**src/rtl/recurrence_sequencer_if.sv**
```systemverilog
// Host-side bus of the recurrence sequencer: start/done handshake, run
// parameters and the observable datapath registers.
// Optional abort input is present when RSEQ_ABORT_EN is defined.
interface recurrence_sequencer_if #(
    parameter int unsigned WIDTH  = 32,
    parameter int unsigned ITER_W = 4
);
    logic              start;
    logic              mode;
    logic [ITER_W-1:0] iterations;
    logic [WIDTH-1:0]  init_a;
    logic [WIDTH-1:0]  init_b;
    logic [WIDTH-1:0]  init_c;
    logic [WIDTH-1:0]  init_d;
    logic              busy;
    logic              done;
    logic [1:0]        phase;
    logic [ITER_W-1:0] iter_left;
    logic [WIDTH-1:0]  a;
    logic [WIDTH-1:0]  b;
    logic [WIDTH-1:0]  c;
    logic [WIDTH-1:0]  d;
`ifdef RSEQ_ABORT_EN
    logic              abort;

    modport master (
        output start, mode, iterations, init_a, init_b, init_c, init_d, abort,
        input  busy, done, phase, iter_left, a, b, c, d
    );

    modport slave (
        input  start, mode, iterations, init_a, init_b, init_c, init_d, abort,
        output busy, done, phase, iter_left, a, b, c, d
    );
`else
    modport master (
        output start, mode, iterations, init_a, init_b, init_c, init_d,
        input  busy, done, phase, iter_left, a, b, c, d
    );

    modport slave (
        input  start, mode, iterations, init_a, init_b, init_c, init_d,
        output busy, done, phase, iter_left, a, b, c, d
    );
`endif
endinterface

```
**src/rtl/recurrence_sequencer.sv**
```systemverilog
// Sequences the recurrence a<-b+c, d<-a-3, b<-d+10, c<-c+1 for N iterations,
// either one register per edge (sequential, phases A-D-B-C) or all four per
// edge (parallel). Owns the four datapath registers.
// Optional feature: define RSEQ_ABORT_EN to add an abort input that ends a
// run at the next edge without updating the registers and without done.
module recurrence_sequencer #(
    parameter int unsigned WIDTH  = 32,
    parameter int unsigned ITER_W = 4
) (
    input  logic                  clock,
    input  logic                  reset_n,
    recurrence_sequencer_if.slave bus
);
    typedef enum logic [1:0] {
        ST_IDLE = 2'd0,
        ST_SEQ  = 2'd1,
        ST_PAR  = 2'd2
    } state_e;

    localparam logic [1:0]       PH_A = 2'd0;
    localparam logic [1:0]       PH_D = 2'd1;
    localparam logic [1:0]       PH_B = 2'd2;
    localparam logic [WIDTH-1:0] K3   = WIDTH'(3);
    localparam logic [WIDTH-1:0] K10  = WIDTH'(10);
    localparam logic [WIDTH-1:0] K1   = WIDTH'(1);

    state_e            state_q, state_d;
    logic [WIDTH-1:0]  a_q, a_d, b_q, b_d, c_q, c_d, d_q, d_d;
    logic [1:0]        phase_q, phase_d;
    logic [ITER_W-1:0] iter_left_q, iter_left_d;
    logic              busy_q, busy_d;
    logic              done_q, done_d;
    logic              abort_c;
    logic              last_iter_c;

`ifdef RSEQ_ABORT_EN
    assign abort_c = bus.abort;
`else
    assign abort_c = 1'b0;
`endif

    assign last_iter_c = (iter_left_q == ITER_W'(1));

    // State register
    always_ff @(posedge clock or negedge reset_n) begin
        if (!reset_n) state_q <= ST_IDLE;
        else          state_q <= state_d;
    end

    // Next-state: leave IDLE on a non-empty request, return on last step or abort
    always_comb begin
        state_d = state_q;
        case (state_q)
            ST_IDLE: begin
                if (bus.start && (bus.iterations != '0))
                    state_d = bus.mode ? ST_PAR : ST_SEQ;
            end
            ST_SEQ: begin
                if (abort_c)                                  state_d = ST_IDLE;
                else if ((phase_q == 2'd3) && last_iter_c)    state_d = ST_IDLE;
            end
            ST_PAR: begin
                if (abort_c || last_iter_c) state_d = ST_IDLE;
            end
            default: state_d = ST_IDLE;
        endcase
    end

    // Output/datapath next values; everything below is registered
    always_comb begin
        a_d         = a_q;
        b_d         = b_q;
        c_d         = c_q;
        d_d         = d_q;
        phase_d     = phase_q;
        iter_left_d = iter_left_q;
        busy_d      = busy_q;
        done_d      = 1'b0;
        case (state_q)
            ST_IDLE: begin
                if (bus.start) begin
                    a_d         = bus.init_a;
                    b_d         = bus.init_b;
                    c_d         = bus.init_c;
                    d_d         = bus.init_d;
                    iter_left_d = bus.iterations;
                    phase_d     = PH_A;
                    busy_d      = (bus.iterations != '0);
                    done_d      = (bus.iterations == '0);
                end
            end
            ST_SEQ: begin
                if (abort_c) begin
                    busy_d      = 1'b0;
                    iter_left_d = '0;
                    phase_d     = PH_A;
                end else begin
                    case (phase_q)
                        PH_A:    a_d = b_q + c_q;
                        PH_D:    d_d = a_q - K3;
                        PH_B:    b_d = d_q + K10;
                        default: begin
                            c_d         = c_q + K1;
                            iter_left_d = iter_left_q - ITER_W'(1);
                            if (last_iter_c) begin
                                busy_d = 1'b0;
                                done_d = 1'b1;
                            end
                        end
                    endcase
                    // Phase C wraps back to A, which is also the idle value
                    phase_d = phase_q + 2'd1;
                end
            end
            ST_PAR: begin
                if (abort_c) begin
                    busy_d      = 1'b0;
                    iter_left_d = '0;
                    phase_d     = PH_A;
                end else begin
                    a_d         = b_q + c_q;
                    d_d         = a_q - K3;
                    b_d         = d_q + K10;
                    c_d         = c_q + K1;
                    iter_left_d = iter_left_q - ITER_W'(1);
                    if (last_iter_c) begin
                        busy_d = 1'b0;
                        done_d = 1'b1;
                    end
                end
            end
            default: begin
                busy_d      = 1'b0;
                iter_left_d = '0;
                phase_d     = PH_A;
            end
        endcase
    end

    // Datapath and status registers
    always_ff @(posedge clock or negedge reset_n) begin
        if (!reset_n) begin
            a_q         <= '0;
            b_q         <= '0;
            c_q         <= '0;
            d_q         <= '0;
            phase_q     <= PH_A;
            iter_left_q <= '0;
            busy_q      <= 1'b0;
            done_q      <= 1'b0;
        end else begin
            a_q         <= a_d;
            b_q         <= b_d;
            c_q         <= c_d;
            d_q         <= d_d;
            phase_q     <= phase_d;
            iter_left_q <= iter_left_d;
            busy_q      <= busy_d;
            done_q      <= done_d;
        end
    end

    assign bus.a         = a_q;
    assign bus.b         = b_q;
    assign bus.c         = c_q;
    assign bus.d         = d_q;
    assign bus.phase     = phase_q;
    assign bus.iter_left = iter_left_q;
    assign bus.busy      = busy_q;
    assign bus.done      = done_q;
endmodule

```
**src/flat_wrapper.sv**
```systemverilog
// flat-port wrapper written by rule: the top's interface ports become plain ports
module recurrence_sequencer_flat 
#(
    parameter int unsigned WIDTH  = 32,
    parameter int unsigned ITER_W = 4
)
  (clock, reset_n, bus_start, bus_mode, bus_iterations, bus_init_a, bus_init_b, bus_init_c, bus_init_d, bus_busy, bus_done, bus_phase, bus_iter_left, bus_a, bus_b, bus_c, bus_d);
  recurrence_sequencer_if #(.WIDTH(WIDTH), .ITER_W(ITER_W)) bus_i ();
  input  logic clock;
  input  logic reset_n;
  input wire logic [$bits(bus_i.start)-1:0] bus_start;
  input wire logic [$bits(bus_i.mode)-1:0] bus_mode;
  input wire logic [$bits(bus_i.iterations)-1:0] bus_iterations;
  input wire logic [$bits(bus_i.init_a)-1:0] bus_init_a;
  input wire logic [$bits(bus_i.init_b)-1:0] bus_init_b;
  input wire logic [$bits(bus_i.init_c)-1:0] bus_init_c;
  input wire logic [$bits(bus_i.init_d)-1:0] bus_init_d;
  output wire logic [$bits(bus_i.busy)-1:0] bus_busy;
  output wire logic [$bits(bus_i.done)-1:0] bus_done;
  output wire logic [$bits(bus_i.phase)-1:0] bus_phase;
  output wire logic [$bits(bus_i.iter_left)-1:0] bus_iter_left;
  output wire logic [$bits(bus_i.a)-1:0] bus_a;
  output wire logic [$bits(bus_i.b)-1:0] bus_b;
  output wire logic [$bits(bus_i.c)-1:0] bus_c;
  output wire logic [$bits(bus_i.d)-1:0] bus_d;
  assign bus_i.start = bus_start;
  assign bus_i.mode = bus_mode;
  assign bus_i.iterations = bus_iterations;
  assign bus_i.init_a = bus_init_a;
  assign bus_i.init_b = bus_init_b;
  assign bus_i.init_c = bus_init_c;
  assign bus_i.init_d = bus_init_d;
  assign bus_busy = bus_i.busy;
  assign bus_done = bus_i.done;
  assign bus_phase = bus_i.phase;
  assign bus_iter_left = bus_i.iter_left;
  assign bus_a = bus_i.a;
  assign bus_b = bus_i.b;
  assign bus_c = bus_i.c;
  assign bus_d = bus_i.d;
  recurrence_sequencer #(.WIDTH(WIDTH), .ITER_W(ITER_W)) u_core (.clock(clock), .reset_n(reset_n), .bus(bus_i));
endmodule
```
**config.mk**
```make
export PLATFORM = sky130hd
export DESIGN_NAME = recurrence_sequencer_flat
export DESIGN_NICKNAME = d
export VERILOG_FILES = /design/src/rtl/recurrence_sequencer_if.sv /design/src/rtl/recurrence_sequencer.sv /design/src/flat_wrapper.sv
export SDC_FILE = /design/constraint.sdc
export NUM_CORES = 1
export LEC_CHECK = 0
export BUFFER_PORTS_ARGS = -buffer_cell sky130_fd_sc_hd__buf_2
export CAP_MARGIN = 20
export CORE_MARGIN = 4
export CORE_UTILIZATION = 59
export CTS_BUF_LIST = sky130_fd_sc_hd__clkbuf_4 sky130_fd_sc_hd__clkbuf_8
export CTS_CLUSTER_SIZE = 20
export DETAILED_ROUTE_END_ITERATION = 12
export PLACE_DENSITY = 0.86
export SETUP_SLACK_MARGIN = 0.5
export SYNTH_ARGS = -nofsm -noshare
export SYNTH_HDL_FRONTEND = slang
export SYNTH_SLANG_ARGS = --single-unit
```
**constraint.sdc**
```tcl
create_clock -name clock -period 8.7 [get_ports clock]
set_input_delay 0.435 -clock clock [delete_from_list [all_inputs] [get_ports clock]]
set_output_delay 0.435 -clock clock [all_outputs]
set_load 0.005 [all_outputs]
```
Word-level counts from Yosys, hierarchy flattened
Index checks and enable logic that the tools add are counted.
{"block": "totals", "reg_bits": 138, "output_inout_bits": 136, "in_bits": 136, "memories": 0, "latchBits": 0, "mem_bits_rw": 0, "romBits": 0}
{"block": "classes", "n_eq_ne": 14, "reduce_logical": 15, "bitwise_logic": 1, "order_cmp": 0, "n_mux": 30, "div": 0, "n_mul": 0, "n_shift": 0, "n_addsub": 6}
{"op": "case mux 32 bit (3 select lines)", "count": 4}
{"op": "two-way mux 32 bit", "count": 8}
{"op": "adder 32 x 1 -> 32 bit, second input constant", "count": 1}
{"op": "adder 32 bit", "count": 1}
{"op": "adder 32 x 4 -> 32 bit, second input constant", "count": 1}
{"op": "subtractor 32 x 2 -> 32 bit, second input constant", "count": 1}
{"op": "AND reduction 3 bit", "count": 5}
{"op": "case mux 2 bit (3 select lines)", "count": 2}
{"op": "case mux 4 bit (3 select lines)", "count": 1}
{"op": "two-way mux 2 bit", "count": 5}
{"op": "!= test 2 bit, second input constant", "count": 5}
{"op": "two-way mux 4 bit", "count": 2}
{"op": "equality test 2 bit, second input constant", "count": 3}
{"op": "two-way mux 1 bit", "count": 6}
{"op": "!= test 2 x 1 -> 1 bit, second input constant", "count": 3}
{"op": "case mux 1 bit (3 select lines)", "count": 2}
{"op": "equality test 2 x 1 -> 1 bit, second input constant", "count": 2}
{"op": "equality test 4 x 1 -> 1 bit, second input constant", "count": 1}
{"op": "zero test 2 bit", "count": 2}
{"op": "zero test 4 bit", "count": 1}
{"op": "AND reduction 2 bit", "count": 2}
{"op": "nonzero test 4 bit", "count": 1}
{"op": "subtractor 4 x 1 -> 4 bit, second input constant", "count": 1}
{"op": "nonzero test 3 bit", "count": 1}
{"op": "4 further kinds", "count": 5}

Depth between registers and ports, before layout
Gate-level depths: netlist (run 1).
{"block": "logic_depth", "word_depth": 4, "mapped_depth": 12}

Worst setup path after synthesis (run 1)
OpenSTA, ideal clock, no wires.
{"block": "synth_path", "path_kind": "reg-to-reg", "from": "register u_core.c_q[0] (netlist: u_core.bus.c[0])", "to": "register u_core.a_q[30] (netlist: u_core.bus.a[30])", "arrival_time_ns": 2.701, "slack_ns": 5.869, "n_path_buf": 0, "synth_period_minus_slack_ns": 2.831, "stages_incl_launch_ff": 13, "cell_sequence": "dfrtp_1 ha_1 fa_1 a21o_1 a31oi_1 or4_1 nand3_2 o31ai_4 o31ai_4 a311oi_1 xnor2_1 mux2i_1 o21ai_1"}
{"block": "synth_between", "elab_chain_cells": 3}
{"element": "start, declared", "line": "recurrence_sequencer.sv:28", "text": "logic [WIDTH-1:0] a_q, a_d, b_q, b_d, c_q, c_d, d_q, d_d;"}
{"element": "start signal, assigned", "line": "recurrence_sequencer.sv:145", "text": "c_q <= '0;"}
{"element": "start signal, assigned", "line": "recurrence_sequencer.sv:154", "text": "c_q <= c_d;"}
{"element": "adder 32 bit (*)", "line": "recurrence_sequencer.sv:99, recurrence_sequencer.sv:121"}
{"element": "two-way mux 32 bit", "line": "recurrence_sequencer.sv:98", "text": "case (phase_q)"}
{"element": "case mux 32 bit (3 select lines) (*)", "line": "recurrence_sequencer.sv:79", "text": "case (state_q)"}
{"element": "end signal, assigned", "line": "recurrence_sequencer.sv:143", "text": "a_q <= '0;"}
{"element": "end signal, assigned", "line": "recurrence_sequencer.sv:152", "text": "a_q <= a_d;"}
{"element": "end, declared", "line": "recurrence_sequencer.sv:28"}
Mark *: on every way between the ends. The rest lies on a longest branch, timed or not. The select of a mux whose other input is x is not followed.
A chain may end at the register's enable or synchronous reset.

Final worst setup path (run 1)
Ends and elaborated chain as after synthesis.

==> run_results.csv, run 1 <==
group,metric,value,unit
floorplan,die_w,135,µm
pwr,power_leakage,5.36,nW
clock_network,numCtsBuffers,17,
cells_and_area,postLayoutCellArea,11500,µm²
clock_network,cts_buffer_depth,2,
worst_setup_path,critPathRequiredTime,9.08,ns
synth,synth_common_cells,"sky130_fd_sc_hd__nand2_1 (173), sky130_fd_sc_hd__o21ai_0 (152), sky130_fd_sc_hd__dfrtp_1 (138)",
sta,hold_violations,0,
worst_setup_path,critical_path.startpoint_type,"flop",
worst_setup_path,slowest_stage_delay_on_critical_path,0.46,ns
worst_setup_path,critPathBufInv,0,
drt,routed_wirelength_normalized_by_instance_count,19.0,µm
synth,yosys.cell_count.top_type,"sky130_fd_sc_hd__nand2_1",
placement,pre_cts_ws,5.53,ns
synth,synth_top_family_by_area,"compound AO/OA/AOI/OAI gates",
cells_and_area,final_core_utilization,72.4,%
synth,post_synth_mux_area_share,3.98,%
placement,detailed_place.area,11100,µm²
sta,final-setup-viol-count,0,
floorplan,die_footprint,18300,µm²
synth,synth_area,9550,µm²
pwr,p_total,5.56,mW
synth,postSynthRegisterBits,138,
sta,worstMarginPinSlew,0.995,ns
sta,finalMaxSlewViolations,0,
sta,fmaxAchievable,309,MHz
synth,synth.avg_cell_area,8.33,µm²
sta,rsz0062_at_grt,"false",
placement,gpl.final_weighted_congestion,0.910,
clock_network,tritoncts_num_sinks,138,
pwr,switchingPower,2.80,mW
worst_setup_path,kind_of_end_point_of_the_critical_path,"flop",
sta,worst_slack,5.47,ns
synth,post_synth_inst_count,1146,
worst_setup_path,critical_path.slowest_cell,"sky130_fd_sc_hd__dfrtp_1",
global_route,wire_length_of_the_first_global_routing_pass,49000,µm
drt,final_antenna_net_count,0,
pwr,swShare,50.5,%
worst_setup_path,path_delay_family,"compound AO/OA/AOI/OAI gates",
placement,port-buffer-count,271,
clock_network,cts_setup_buffers,0,
synth,synth_xor_xnor_area_share,6.61,%
synth,synth.largest_area_cell,"sky130_fd_sc_hd__dfrtp_1",
sta,worst_setup_skew_after_layout,0.0148,ns
drt,avgViaCountPerCell,6.07,
pwr,power-per-cell-area,483,nW/µm²
global_route,grt.total_usage,33.4,%
synth,synthDominantCellAreaShare,36.2,%
worst_setup_path,critPathKind,"reg2reg",
synth,post_synthesis_simple_gate_area_fraction,20.8,%
synth,synth_warnings,0,
floorplan,ios,272,
pwr,clock_power_share,10.8,%
synth,synth-edff-count,0,
drt,dr.first_iter.drc_count,876,
sta,timing.max_slew.rel_slack,33.7,%
synth,synthesis.nets,1328,
floorplan,chipHeight,135,µm
worst_setup_path,timing.critical_path.mode_cell,"sky130_fd_sc_hd__o31ai_4",
sta,final.setup.tns,0,ns
global_route,grt_max_degree,97,
pwr,p_int,2.75,mW
synth,yosys.cell_types.count,66,
synth,asyncSetResetFlopFracSynth,100,%
worst_setup_path,crit_path_cell_trace,"ha_1 > fa_1 > a21o_1 > a31oi_1 > or4_1 > nand3_2 > o31ai_4 > o31ai_4 > a311oi_1 > xnor2_1 > mux2i_1 > o21ai_1",
clock_network,cts.reportedPaths.clkPinSlew,0.09,ns
placement,dp_hpwl,22700,µm
hold_path,hold_class,"in2reg",
floorplan,std_cell_rows,46,
clock_network,worstSkewPairLatency,0.47,ns
pwr,max-vdd-ir-drop,267,µV
sta,final.period_utilization,37.2,%
cells_and_area,drive_above_1_share,24.7,%
cells_and_area,areaGrowthSynthToFinish,20.5,%
floorplan,placeableCoreArea,15900,µm²
synth,post_synth_fa_ha_maj_area_fraction,6.11,%
drt,route.final.wire_length,30600,µm
clock_network,postCtsResizedCells,0,
synth,synthesized_area_fraction_occupied_by_ao_oa_aoi_and_oai_cells,23.2,%
floorplan,start_util,60.1,%
clock_network,clock_tree_from_tritoncts,"yes",
pwr,p_comb_share,62.2,%
drt,first_pass_iters,5,
clock_network,cts_root_buffer,"sky130_fd_sc_hd__clkbuf_8",
synth,part_of_the_yosys_area_used_for_sequential_elements,36.2,%
global_route,grt.overflow.total,0,
clock_network,ctsHtreeMaxLevel,4,
drt,detail_route.drc_violations,0,
worst_setup_path,largest_fanout_on_the_critical_path,6,
pwr,sequentialPowerShare,27.0,%
sta,finalWorstPathRequiredPeriod,3.23,ns
global_route,antenna_found_initial,6,
worst_setup_path,worst_ep_arrival_time,3.61,ns
run,max_cap_violations,0,
cells_and_area,fin_nets,1568,
synth,netlist_top_cells_area,"sky130_fd_sc_hd__dfrtp_1 (36%), sky130_fd_sc_hd__o21ai_0 (8.0%), sky130_fd_sc_hd__nand2_1 (6.8%)",
synth,synth_flop_cell,"sky130_fd_sc_hd__dfrtp_1",
global_route,via_count_of_the_first_global_routing_pass,9661,
outcome,outcome,"completed",
drt,routed-via-count,9805,
==> flip-flops by register name, indices dropped and copies added (netlist names) <==
name / cells
u_core.bus.c: 32
u_core.bus.busy: 1
u_core.bus.a: 32
u_core.state_q: 2
u_core.bus.b: 32
u_core.bus.iter_left: 4
u_core.bus.done: 1
u_core.bus.phase: 2
u_core.bus.d: 32
==> power groups by stage <==
stage	clock [mW]	combinational [mW]	sequential, mW
final	0.600	3.46	1.50
after global routing	0.632	3.86	1.55
after CTS	0.602	3.45	1.49
after detailed placement	0	3.42	1.50
after global placement	0	3.34	1.48
after floorplan	0	2.39	1.39
==> worst reg2reg max path, stage by stage, from the launching register on <==
cell and delay, ns:
sky130_fd_sc_hd__dfrtp_1 0.46, sky130_fd_sc_hd__ha_1 0.26, sky130_fd_sc_hd__fa_1 0.42, sky130_fd_sc_hd__a21o_1 0.23
sky130_fd_sc_hd__a31oi_1 0.30, sky130_fd_sc_hd__or4_1 0.19, sky130_fd_sc_hd__nand3_2 0.13, sky130_fd_sc_hd__o31ai_4 0.32
sky130_fd_sc_hd__o31ai_4 0.13, sky130_fd_sc_hd__a311oi_1 0.32, sky130_fd_sc_hd__xnor2_1 0.16, sky130_fd_sc_hd__mux2i_1 0.09
sky130_fd_sc_hd__o21ai_1 0.14
==> placed cells by master (no fill, tap or decap), types with 7 or more instances in the layout <==
cell type                  count
sky130_fd_sc_hd__o21ai_1      14
sky130_fd_sc_hd__a21oi_1      98
sky130_fd_sc_hd__ha_1         44
sky130_fd_sc_hd__nand4_1       8
sky130_fd_sc_hd__mux2i_1      38
sky130_fd_sc_hd__a31oi_1       7
sky130_fd_sc_hd__clkbuf_8     19
sky130_fd_sc_hd__o31ai_1       8
sky130_fd_sc_hd__or3_1        14
sky130_fd_sc_hd__xnor2_1      38
sky130_fd_sc_hd__buf_2       270
sky130_fd_sc_hd__and2_1        7
sky130_fd_sc_hd__nand3_1      54
sky130_fd_sc_hd__dfrtp_1     138
sky130_fd_sc_hd__o21ai_0     151
sky130_fd_sc_hd__and3_1       29
sky130_fd_sc_hd__nor2b_1      11
sky130_fd_sc_hd__nor3_1       11
sky130_fd_sc_hd__nor2_1       54
sky130_fd_sc_hd__xor2_1       34
sky130_fd_sc_hd__buf_4         7
sky130_fd_sc_hd__inv_1        18
sky130_fd_sc_hd__nand2_1     173
sky130_fd_sc_hd__o22ai_1      21
sky130_fd_sc_hd__a21o_1       19
==> area by class of cell <==
class	instances	area, µm²
Clock inverter	11	169
Multi-Input combinational cell	931	5840
Clock buffer	20	269
Sequential cell	138	3450
Antenna cell	2	5.00
Fill cell	1294	4380
Inverter	19	71.3
Timing Repair Buffer	279	1430
Tap cell	216	270
==> stage by stage <==
step           hold slack, ns  cells
2_1_floorplan           0.139   1146
3_3_place_gp            0.478   1582
3_5_place_dp            0.480   1582
4_1_cts                 0.184   1614
5_1_grt                 0.182   1616
6_report                0.203   1616
==> kinds of logic after synthesis <==
family / after synthesis
flops: 138
simple gates: 399
mux: 38
fa+ha+maj: 46
xor+xnor: 72
compound gates: 376
buf+inv: 77
==> per-layer routing <==
metal,track usage [%],part of all wire [%],vias to the layer above
li1,-,-,4605
met1,39.6,38,4625
met2,56.1,48,466
met3,8.51,8.4,101
met4,17.4,5.1,8
met5,0,0.19,-
==> final timing paths <==
check	start	end	slack [ns]	cells past startpoint
worst max-delay path	u_core.bus.c[0]$_DFFE_PN0P_	u_core.bus.a[30]$_DFFE_PN0P_	5.47	12
worst min-delay path	bus_init_c[16]	u_core.bus.c[16]$_DFFE_PN0P_	0.20	2
worst max register to register	u_core.bus.c[0]$_DFFE_PN0P_	u_core.bus.a[30]$_DFFE_PN0P_	5.47	12
worst min register to register	u_core.bus.b[12]$_DFFE_PN0P_	u_core.bus.b[12]$_DFFE_PN0P_	0.51	2
max in group asynchronous	reset_n	u_core.bus.a[30]$_DFFE_PN0P_	6.67	3
min in group asynchronous	reset_n	u_core.bus.c[26]$_DFFE_PN0P_	0.54	2
==> timing repair <==
item,4_1_cts,5_1_grt
setup endpoints to repair,0,0
hold buffers,1,0
endpoints found under the hold margin,65,0
No activity file was read; power rests on OpenSTA's default activity.
==> run 2, diff against run 1 <==
--- a/config.mk
+++ b/config.mk
@@ -5,14 +5,15 @@
 export SDC_FILE = /design/constraint.sdc
 export NUM_CORES = 1
 export LEC_CHECK = 0
+export ABC_AREA = 1
 export BUFFER_PORTS_ARGS = -buffer_cell sky130_fd_sc_hd__buf_2
 export CAP_MARGIN = 20
 export CORE_MARGIN = 4
-export CORE_UTILIZATION = 59
+export CORE_UTILIZATION = 56
 export CTS_BUF_LIST = sky130_fd_sc_hd__clkbuf_4 sky130_fd_sc_hd__clkbuf_8
 export CTS_CLUSTER_SIZE = 20
 export DETAILED_ROUTE_END_ITERATION = 12
-export PLACE_DENSITY = 0.86
+export PLACE_DENSITY = 0.8
 export SETUP_SLACK_MARGIN = 0.5
 export SYNTH_ARGS = -nofsm -noshare
 export SYNTH_HDL_FRONTEND = slang
==> constraint.sdc (replaced) <==
create_clock -name clock -period 3.4 [get_ports clock]
set_input_delay 0.17 -clock clock [delete_from_list [all_inputs] [get_ports clock]]
set_output_delay 0.17 -clock clock [all_outputs]
set_load 0.005 [all_outputs]
==> run 2 against run 1 <==
Net effect: wire length grew 37%; first-iteration DRC count grew 58%; synthesized cell count is 54% higher; final cell count up 45%; sequential power grew to 2.7 times the previous value; highest routed layer is now met4; critical path depth is 3 lower; clock power increased by 120%; hold slack worse by 0.19 ns; combinational power grew to 3.0 times the previous value; setup slack lost 4.4 ns; die area grew 22%; non-clock buffer count is 56 higher.
==> run_results.csv, run 2 <==
group,metric,value,unit
clock_network,ctsHtreeMaxLevel,4,
worst_setup_path,r2r_start,"u_core.state_q[1]$_DFFE_PN0P_",
synth,synth.largest_area_cell,"sky130_fd_sc_hd__dfrtp_1",
synth,yosys.cell_types.count,41,
hold_path,hold_class,"in2reg",
synth,postSynthRegisterBits,138,
clock_network,cts.reportedPaths.clkPinSlew,0.10,ns
synth,synth.avg_cell_area,6.31,µm²
drt,dr.first_iter.drc_count,1381,
worst_setup_path,reg2reg_depth,9,
floorplan,std_cell_rows,51,
drt,final_antenna_net_count,0,
global_route,antenna_found_initial,0,
pwr,clock_power_share,8.5,%
drt,routed_wirelength_normalized_by_instance_count,17.9,µm
clock_network,cts_buffer_depth,2,
drt,avgViaCountPerCell,5.56,
sta,worstMarginPinSlew,1.00,ns
worst_setup_path,critPathKind,"reg2reg",
clock_network,worstSkewPairLatency,0.48,ns
synth,synth_warnings,0,
pwr,power-per-cell-area,1150,nW/µm²
pwr,sequentialPowerShare,25.5,%
clock_network,numCtsBuffers,17,
pwr,max-vdd-ir-drop,1790,µV
global_route,via_count_of_the_first_global_routing_pass,12300,
pwr,p_int,6.79,mW
worst_setup_path,critical_path.startpoint_type,"flop",
pwr,switchingPower,9.00,mW
run,max_cap_violations,0,
worst_setup_path,largest_fanout_on_the_critical_path,29,
outcome,outcome,"completed",
synth,synth-edff-count,0,
cells_and_area,most-common-layout-cells,"sky130_fd_sc_hd__nand2_1 (552), sky130_fd_sc_hd__buf_2 (270), sky130_fd_sc_hd__nor2_1 (245), sky130_fd_sc_hd__inv_1 (215), sky130_fd_sc_hd__dfrtp_1 (138)",
floorplan,die_footprint,22300,µm²
placement,gpl.final_weighted_congestion,0.973,
hold_path,worst_hold_path.num_cells,3,
sta,rsz0062_at_grt,"false",
pwr,p_total,15.8,mW
placement,pre_cts_ws,1.13,ns
drt,first_pass_iters,5,
sta,finalMaxSlewViolations,0,
sta,final.setup.tns,0,ns
global_route,wire_length_of_the_first_global_routing_pass,65300,µm
hold_path,worstHoldEndpoint,"u_core.bus.a[2]$_DFFE_PN0P_",
synth,yosys.cell_count.top_type,"sky130_fd_sc_hd__nand2_1",
global_route,grt.overflow.total,0,
worst_setup_path,worst_ep_arrival_time,2.70,ns
sta,hold_violations,0,
floorplan,placeableCoreArea,19500,µm²
sta,worst_slack,1.05,ns
pwr,swShare,57.0,%
global_route,grt.total_usage,37.5,%
cells_and_area,fin_nets,2253,
synth,asyncSetResetFlopFracSynth,100,%
clock_network,postCtsResizedCells,0,
cells_and_area,areaGrowthSynthToFinish,22.6,%
synth,synth_common_cells,"sky130_fd_sc_hd__nand2_1 (552), sky130_fd_sc_hd__nor2_1 (246), sky130_fd_sc_hd__inv_1 (215)",
cells_and_area,most_common_cell_after_layout_fill_and_taps_aside,"sky130_fd_sc_hd__nand2_1",
synth,post_synth_inst_count,1770,
sta,finalWorstPathRequiredPeriod,2.35,ns
global_route,grt_max_degree,120,
hold_path,min-delay-start,"bus_init_a[2]",
synth,synth_area,11200,µm²
pwr,power_leakage,7.24,nW
cells_and_area,drive_above_1_share,16.8,%
placement,port-buffer-count,271,
placement,dp_hpwl,32300,µm
synth,synthesis.nets,1952,
worst_setup_path,kind_of_end_point_of_the_critical_path,"flop",
floorplan,start_util,57.2,%
synth,synthDominantCellAreaShare,30.9,%
worst_setup_path,rrSetupSlack,1.05,ns
floorplan,die_w,149,µm
clock_network,tritoncts_num_sinks,138,
floorplan,chipHeight,149,µm
synth,synth_flop_cell,"sky130_fd_sc_hd__dfrtp_1",
pwr,p_comb_share,66.0,%
floorplan,ios,272,
worst_setup_path,critPathRequiredTime,3.75,ns
clock_network,cts_root_buffer,"sky130_fd_sc_hd__clkbuf_8",
cells_and_area,final_core_utilization,70.1,%
drt,detail_route.drc_violations,0,
clock_network,clock_tree_from_tritoncts,"yes",
synth,netlist_top_cells_area,"sky130_fd_sc_hd__dfrtp_1 (31%), sky130_fd_sc_hd__nand2_1 (19%), sky130_fd_sc_hd__nor2_1 (8.3%)",
drt,routed-via-count,13100,
sta,final.period_utilization,69.1,%
drt,route.final.wire_length,42000,µm
synth,part_of_the_yosys_area_used_for_sequential_elements,30.9,%
cells_and_area,n_antenna_cell,0,
sta,final-setup-viol-count,0,
sta,worst_setup_skew_after_layout,0.0166,ns
worst_setup_path,reg2reg_to,"u_core.bus.c[13]$_DFFE_PN0P_",
sta,timing.max_slew.rel_slack,33.0,%
sta,fmaxAchievable,425,MHz
==> run 2: area by class of cell <==
type	count	area (µm²)
tap	265	332
clock buffer	19	262
fill	1789	5840
inverter	224	841
clock inverter	13	110
multi-input combinational	1355	6670
sequential	138	3450
timing repair buffer	335	2020
==> run 2: logic make-up after synthesis <==
logic type	synth area share, %
DFF	30.9
AOI/OAI and AO/OA	13.7
buffers and inverters	9.53
xor gates and xnor gates	4.87
and+or+nand+nor	35.7
adders and majority gates	5.22
==> run 2: power groups by stage <==
| stage | Clock, mW | Combinational (mW) | Sequential [mW] |
|---|---|---|---|
| floorplan | 0 | 7.00 | 3.52 |
| global placement | 0 | 9.92 | 3.96 |
| detailed placement | 0 | 10.1 | 3.97 |
| CTS | 1.35 | 10.2 | 3.95 |
| global route | 1.41 | 11.7 | 4.09 |
| finish | 1.34 | 10.4 | 4.03 |
==> run 2: worst max-delay path by stage <==
stage | startpoint | to | slack [ns] | cells after the start
floorplan | u_core.bus.c[0]$_DFFE_PN0P_ | u_core.bus.a[24]$_DFFE_PN0P_ | 1.40 | 14
global placement | u_core.bus.c[0]$_DFFE_PN0P_ | u_core.bus.a[24]$_DFFE_PN0P_ | 1.24 | 14
detailed placement | u_core.state_q[1]$_DFFE_PN0P_ | u_core.bus.c[13]$_DFFE_PN0P_ | 1.13 | 9
CTS | u_core.state_q[1]$_DFFE_PN0P_ | u_core.bus.c[13]$_DFFE_PN0P_ | 1.09 | 9
global route | u_core.state_q[1]$_DFFE_PN0P_ | u_core.bus.c[13]$_DFFE_PN0P_ | 0.88 | 9
finish | u_core.state_q[1]$_DFFE_PN0P_ | u_core.bus.c[13]$_DFFE_PN0P_ | 1.05 | 9
==> run 2: per-layer routing <==
layer	wire (µm)	global-route usage, %	vias to the layer above	part of all wire, %
li1	-	-	6251	-
met1	17000	51.9	5964	40
met2	19100	59.5	753	46
met3	4500	6.87	101	11
met4	1390	12.4	0	3.3
met5	0	0	-	0
==> run 2: worst max-delay path: stages (launching register included) <==
cell and delay (ns):
sky130_fd_sc_hd__dfrtp_1 0.43, sky130_fd_sc_hd__inv_1 0.12, sky130_fd_sc_hd__ha_1 0.26, sky130_fd_sc_hd__nand2_1 0.09, sky130_fd_sc_hd__nand2_1 0.11, sky130_fd_sc_hd__nor2_2 0.05
sky130_fd_sc_hd__inv_1 0.72, sky130_fd_sc_hd__nor2_1 0.16, sky130_fd_sc_hd__a22oi_1 0.20, sky130_fd_sc_hd__inv_1 0.06
==> run 2: repair_timing <==
action | 4_1_cts | 5_1_grt
hold endpoints to repair | 153 | 0
endpoints found under the setup margin | 0 | 0
hold buffers | 55 | 0
setup buffers | 0 | 0
==> run 2: stage by stage <==
| step | hold WS (ns) | cell area, µm² | instances |
|---|---|---|---|
| after global routing | 0.00507 | 13700 | 2349 |
| after CTS | 0.00179 | 13700 | 2349 |
| final | 0.0106 | 13700 | 2349 |
| after global placement | 0.354 | 12800 | 2262 |
| after floorplan | -0.126 | 11200 | 1770 |
| after detailed placement | 0.347 | 12800 | 2262 |
==> run 3, diff against run 2 <==
==> constraint.sdc (replaced) <==
create_clock -name clock -period 2.2 [get_ports clock]
set_input_delay 0.11 -clock clock [delete_from_list [all_inputs] [get_ports clock]]
set_output_delay 0.11 -clock clock [all_outputs]
set_load 0.005 [all_outputs]
==> run 3 against run 2 <==
Net effect: the flow now stops in 5_1_grt; area after synthesis stayed put; synthesized cell count is the same.
==> run_results.csv, run 3 <==
group,metric,value,unit
synth,synthDominantCellAreaShare,30.9,%
synth,synth_area,11200,µm²
synth,yosys.cell_types.count,41,
synth,synthesis.nets,1952,
floorplan,std_cell_rows,51,
clock_network,numCtsBuffers,17,
clock_network,tritoncts_num_sinks,138,
floorplan,chipHeight,149,µm
synth,synth-edff-count,0,
synth,postSynthRegisterBits,138,
outcome,outcome,"did not finish",
clock_network,ctsHtreeMaxLevel,4,
placement,dp_hpwl,33900,µm
synth,asyncSetResetFlopFracSynth,100,%
synth,yosys.cell_count.top_type,"sky130_fd_sc_hd__nand2_1",
synth,synth_warnings,0,
synth,synth.avg_cell_area,6.31,µm²
synth,part_of_the_yosys_area_used_for_sequential_elements,30.9,%
clock_network,cts_root_buffer,"sky130_fd_sc_hd__clkbuf_8",
clock_network,cts_buffer_depth,2,
floorplan,start_util,57.2,%
synth,post_synth_inst_count,1770,
placement,gpl.final_weighted_congestion,1.01,
synth,synth_flop_cell,"sky130_fd_sc_hd__dfrtp_1",
sta,grt_worst_setup_endpoint,"u_core.bus.a[24]$_DFFE_PN0P_/D",
floorplan,ios,272,
synth,synth_common_cells,"sky130_fd_sc_hd__nand2_1 (552), sky130_fd_sc_hd__nor2_1 (246), sky130_fd_sc_hd__inv_1 (215)",
synth,netlist_top_cells_area,"sky130_fd_sc_hd__dfrtp_1 (31%), sky130_fd_sc_hd__nand2_1 (19%), sky130_fd_sc_hd__nor2_1 (8.3%)",
outcome,failed_stage,"5_1_grt",
global_route,grt_max_degree,62,
synth,synth.largest_area_cell,"sky130_fd_sc_hd__dfrtp_1",
sta,worst-endpoint-pin-kind,"sequential cell input",
outcome,error_line,"[ERROR DPL-0038] Utilization greater than 100%, impossible to legalize",
floorplan,die_w,149,µm
placement,port-buffer-count,271,
-- run 3: cell families after synthesis --
kind of cell    after synthesis  synth area share (%)
simple gates                973                  35.7
buf+inv                     277                  9.53
fa+ha+maj                    46                  5.22
xor+xnor                     62                  4.87
flops                       138                  30.9
compound gates              274                  13.7
-- run 3: per-stage QoR --
stage          utilization [%]  instances  instance area (µm²)  hold WS [ns]  worst slack (ns)
3_3_place_gp              67.9       2302                13300         0.137             0.137
3_5_place_dp              67.9       2302                13300         0.142            0.0660
4_1_cts                   89.9       2581                17600       0.00231             0.262
2_1_floorplan                -       1770                11300        -0.186             0.378
-- run 3: timing repair --
action	4_1_cts
buffers inserted	114
setup endpoints to repair	132
pin swaps	90
gates cloned	21
hold buffers	113
endpoints found under the hold margin	171
resized for setup	390
==> run 4, diff against run 3 <==
--- a/config.mk
+++ b/config.mk
@@ -9,12 +9,9 @@
 export BUFFER_PORTS_ARGS = -buffer_cell sky130_fd_sc_hd__buf_2
 export CAP_MARGIN = 20
 export CORE_MARGIN = 4
-export CORE_UTILIZATION = 56
-export CTS_BUF_LIST = sky130_fd_sc_hd__clkbuf_4 sky130_fd_sc_hd__clkbuf_8
-export CTS_CLUSTER_SIZE = 20
+export CORE_UTILIZATION = 40
 export DETAILED_ROUTE_END_ITERATION = 12
-export PLACE_DENSITY = 0.8
-export SETUP_SLACK_MARGIN = 0.5
+export PLACE_DENSITY_LB_ADDON = 0.15
 export SYNTH_ARGS = -nofsm -noshare
 export SYNTH_HDL_FRONTEND = slang
 export SYNTH_SLANG_ARGS = --single-unit
==> run 4 against run 3 <==
Net effect: the run now ends clean.
==> run_results.csv, run 4 (same netlist as run 2, synthesis figures left out) <==
group,metric,value,unit
global_route,grt_max_degree,96,
cells_and_area,fin_nets,2322,
cells_and_area,final_core_utilization,54.4,%
sta,worstMarginPinSlew,0.783,ns
sta,rsz0062_at_grt,"true",
clock_network,worstSkewPairLatency,0.44,ns
clock_network,cts_buffer_depth,2,
pwr,max-vdd-ir-drop,1170,µV
floorplan,std_cell_rows,60,
drt,avgViaCountPerCell,5.18,
floorplan,die_w,175,µm
run,max_cap_violations,0,
cells_and_area,n_fill_cell,2823,
clock_network,numCtsBuffers,17,
sta,worst_setup_skew_after_layout,0.0167,ns
sta,final.hold.worst_slack,0.00854,ns
clock_network,cts_setup_buffers,0,
global_route,via_count_of_the_first_global_routing_pass,12400,
cells_and_area,areaGrowthSynthToFinish,32.4,%
drt,detail_route.drc_violations,0,
drt,first_pass_iters,6,
global_route,antenna_found_initial,1,
worst_setup_path,critPathKind,"reg2reg",
drt,final_antenna_net_count,0,
floorplan,ios,272,
floorplan,die_footprint,30600,µm²
floorplan,placeableCoreArea,27200,µm²
cells_and_area,seqCellArea,3460,µm²
sta,final.period_utilization,95.0,%
placement,port-buffer-count,271,
cells_and_area,multi_input_comb_area,6730,µm²
drt,routed-via-count,13100,
worst_setup_path,reg2reg_depth,11,
worst_setup_path,largest_fanout_on_the_critical_path,5,
sta,finalWorstPathRequiredPeriod,2.09,ns
worst_setup_path,kind_of_end_point_of_the_critical_path,"flop",
worst_setup_path,worst_ep_arrival_time,2.40,ns
worst_setup_path,critPathRequiredTime,2.51,ns
floorplan,start_util,41.1,%
pwr,power_leakage,7.74,nW
sta,fmaxAchievable,478,MHz
sta,finalMaxSlewViolations,0,
cells_and_area,drive_above_1_share,19.5,%
drt,route.final.wire_length,46400,µm
worst_setup_path,critical_path.slowest_cell,"sky130_fd_sc_hd__dfrtp_1",
global_route,wire_length_of_the_first_global_routing_pass,71100,µm
worst_setup_path,critical_path.startpoint_type,"flop",
clock_network,ctsHtreeMaxLevel,4,
pwr,p_total,27.2,mW
hold_path,hold_class,"in2reg",
drt,routed_wirelength_normalized_by_instance_count,18.4,µm
clock_network,clock_tree_from_tritoncts,"yes",
clock_network,cts_root_buffer,"sky130_fd_sc_hd__clkbuf_16",
hold_path,worst_hold_path.num_cells,5,
pwr,power-per-cell-area,1840,nW/µm²
cells_and_area,most-common-layout-cells,"sky130_fd_sc_hd__nand2_1 (550), sky130_fd_sc_hd__buf_2 (270), sky130_fd_sc_hd__nor2_1 (243), sky130_fd_sc_hd__inv_1 (215), sky130_fd_sc_hd__dfrtp_1 (136)",
global_route,grt.total_usage,29.7,%
placement,dp_hpwl,36600,µm
cells_and_area,postLayoutCellArea,14800,µm²
cells_and_area,finalNonFillerCells,2525,
clock_network,tritoncts_num_sinks,138,
outcome,outcome,"completed",
worst_setup_path,slowest_stage_delay_on_critical_path,0.42,ns
clock_network,cts.reportedPaths.clkPinSlew,0.07,ns
placement,placed_cells,2429,
sta,final-setup-viol-count,0,
global_route,grt.overflow.total,0,
placement,gpl.final_weighted_congestion,0.933,
worst_setup_path,timing.critical_path.mode_cell,"sky130_fd_sc_hd__nand2_1",
sta,hold_violations,0,
placement,detailed_place.area,13500,µm²
cells_and_area,most_common_cell_after_layout_fill_and_taps_aside,"sky130_fd_sc_hd__nand2_1",
floorplan,chipHeight,175,µm
sta,timing.max_slew.rel_slack,47.8,%
worst_setup_path,crit_path_cell_trace,"ha_1 > nor2_2 > nand2_1 > nor2_2 > nand2_2 > nor2_4 > nand2_2 > nand2_1 > nand2_1 > nor2_1 > o22ai_1",
cells_and_area,n_antenna_cell,0,
drt,dr.first_iter.drc_count,1145,
run 4: power by group:
group          total (mW)  internal (mW)  leakage [nW]  switching, mW
logic                18.2           6.67          5.79           11.5
registers            5.85           3.94          1.65           1.91
clock network        3.19           1.96         0.301           1.23
run 4: final timing paths:
check	start	end	slack [ns]
min	bus_init_c[24]	u_core.bus.c[24]$_DFFE_PN0P_	0.009
max	u_core.bus.a[1]$_DFFE_PN0P_	u_core.bus.d[22]$_DFFE_PN0P_	0.11
max reg2reg	u_core.bus.a[1]$_DFFE_PN0P_	u_core.bus.d[22]$_DFFE_PN0P_	0.11
min reg2reg	u_core.bus.busy$_DFFE_PN0P_	u_core.bus.busy$_DFFE_PN0P_	0.50
min in group asynchronous	reset_n	u_core.bus.c[25]$_DFFE_PN0P_	0.23
max in group asynchronous	reset_n	u_core.bus.c[1]$_DFFE_PN0P_	1.21
run 4: final cells by class:
| type | count | share of cell area [%] |
|---|---|---|
| Clock buffer | 22 | 3.14 |
| Clock inverter | 10 | 1.13 |
| Inverter | 224 | 5.69 |
| Multi-Input combinational cell | 1355 | 45.5 |
| Sequential cell | 138 | 23.4 |
| Tap cell | 372 | 3.15 |
| Timing Repair Buffer | 404 | 18.0 |
run 4: repair_timing:
action | in CTS | in global routing
resized for setup | 0 | 16
setup endpoints to repair | 0 | 24
hold buffers | 64 | 0
endpoints found under the hold margin | 128 | 0
run 4: critical path: cells and delay by family (launching register included):
kind                       cells  cell delay (ns)
AOI/OAI and AO/OA              1             0.11
adders and majority gates      1             0.23
DFF                            1             0.42
and+or+nand+nor                9             1.22
run 4: stage by stage:
step                      worst slack [ns]  setup TNS, ns
after floorplan                      0.203              0
after global placement              0.0549              0
after detailed placement            0.0316              0
after CTS                           0.0108              0
after global routing               -0.0416        -0.0416
final                                0.109              0
run 4: layer usage:
metal  share of wire (%)  GRT usage (%)  up-vias
li1                    -              -     6397
met1                  45           41.9     6091
met2                  45           47.0      522
met3                 7.2           4.63       63
met4                 2.8           8.94        2
met5               0.015              0        -
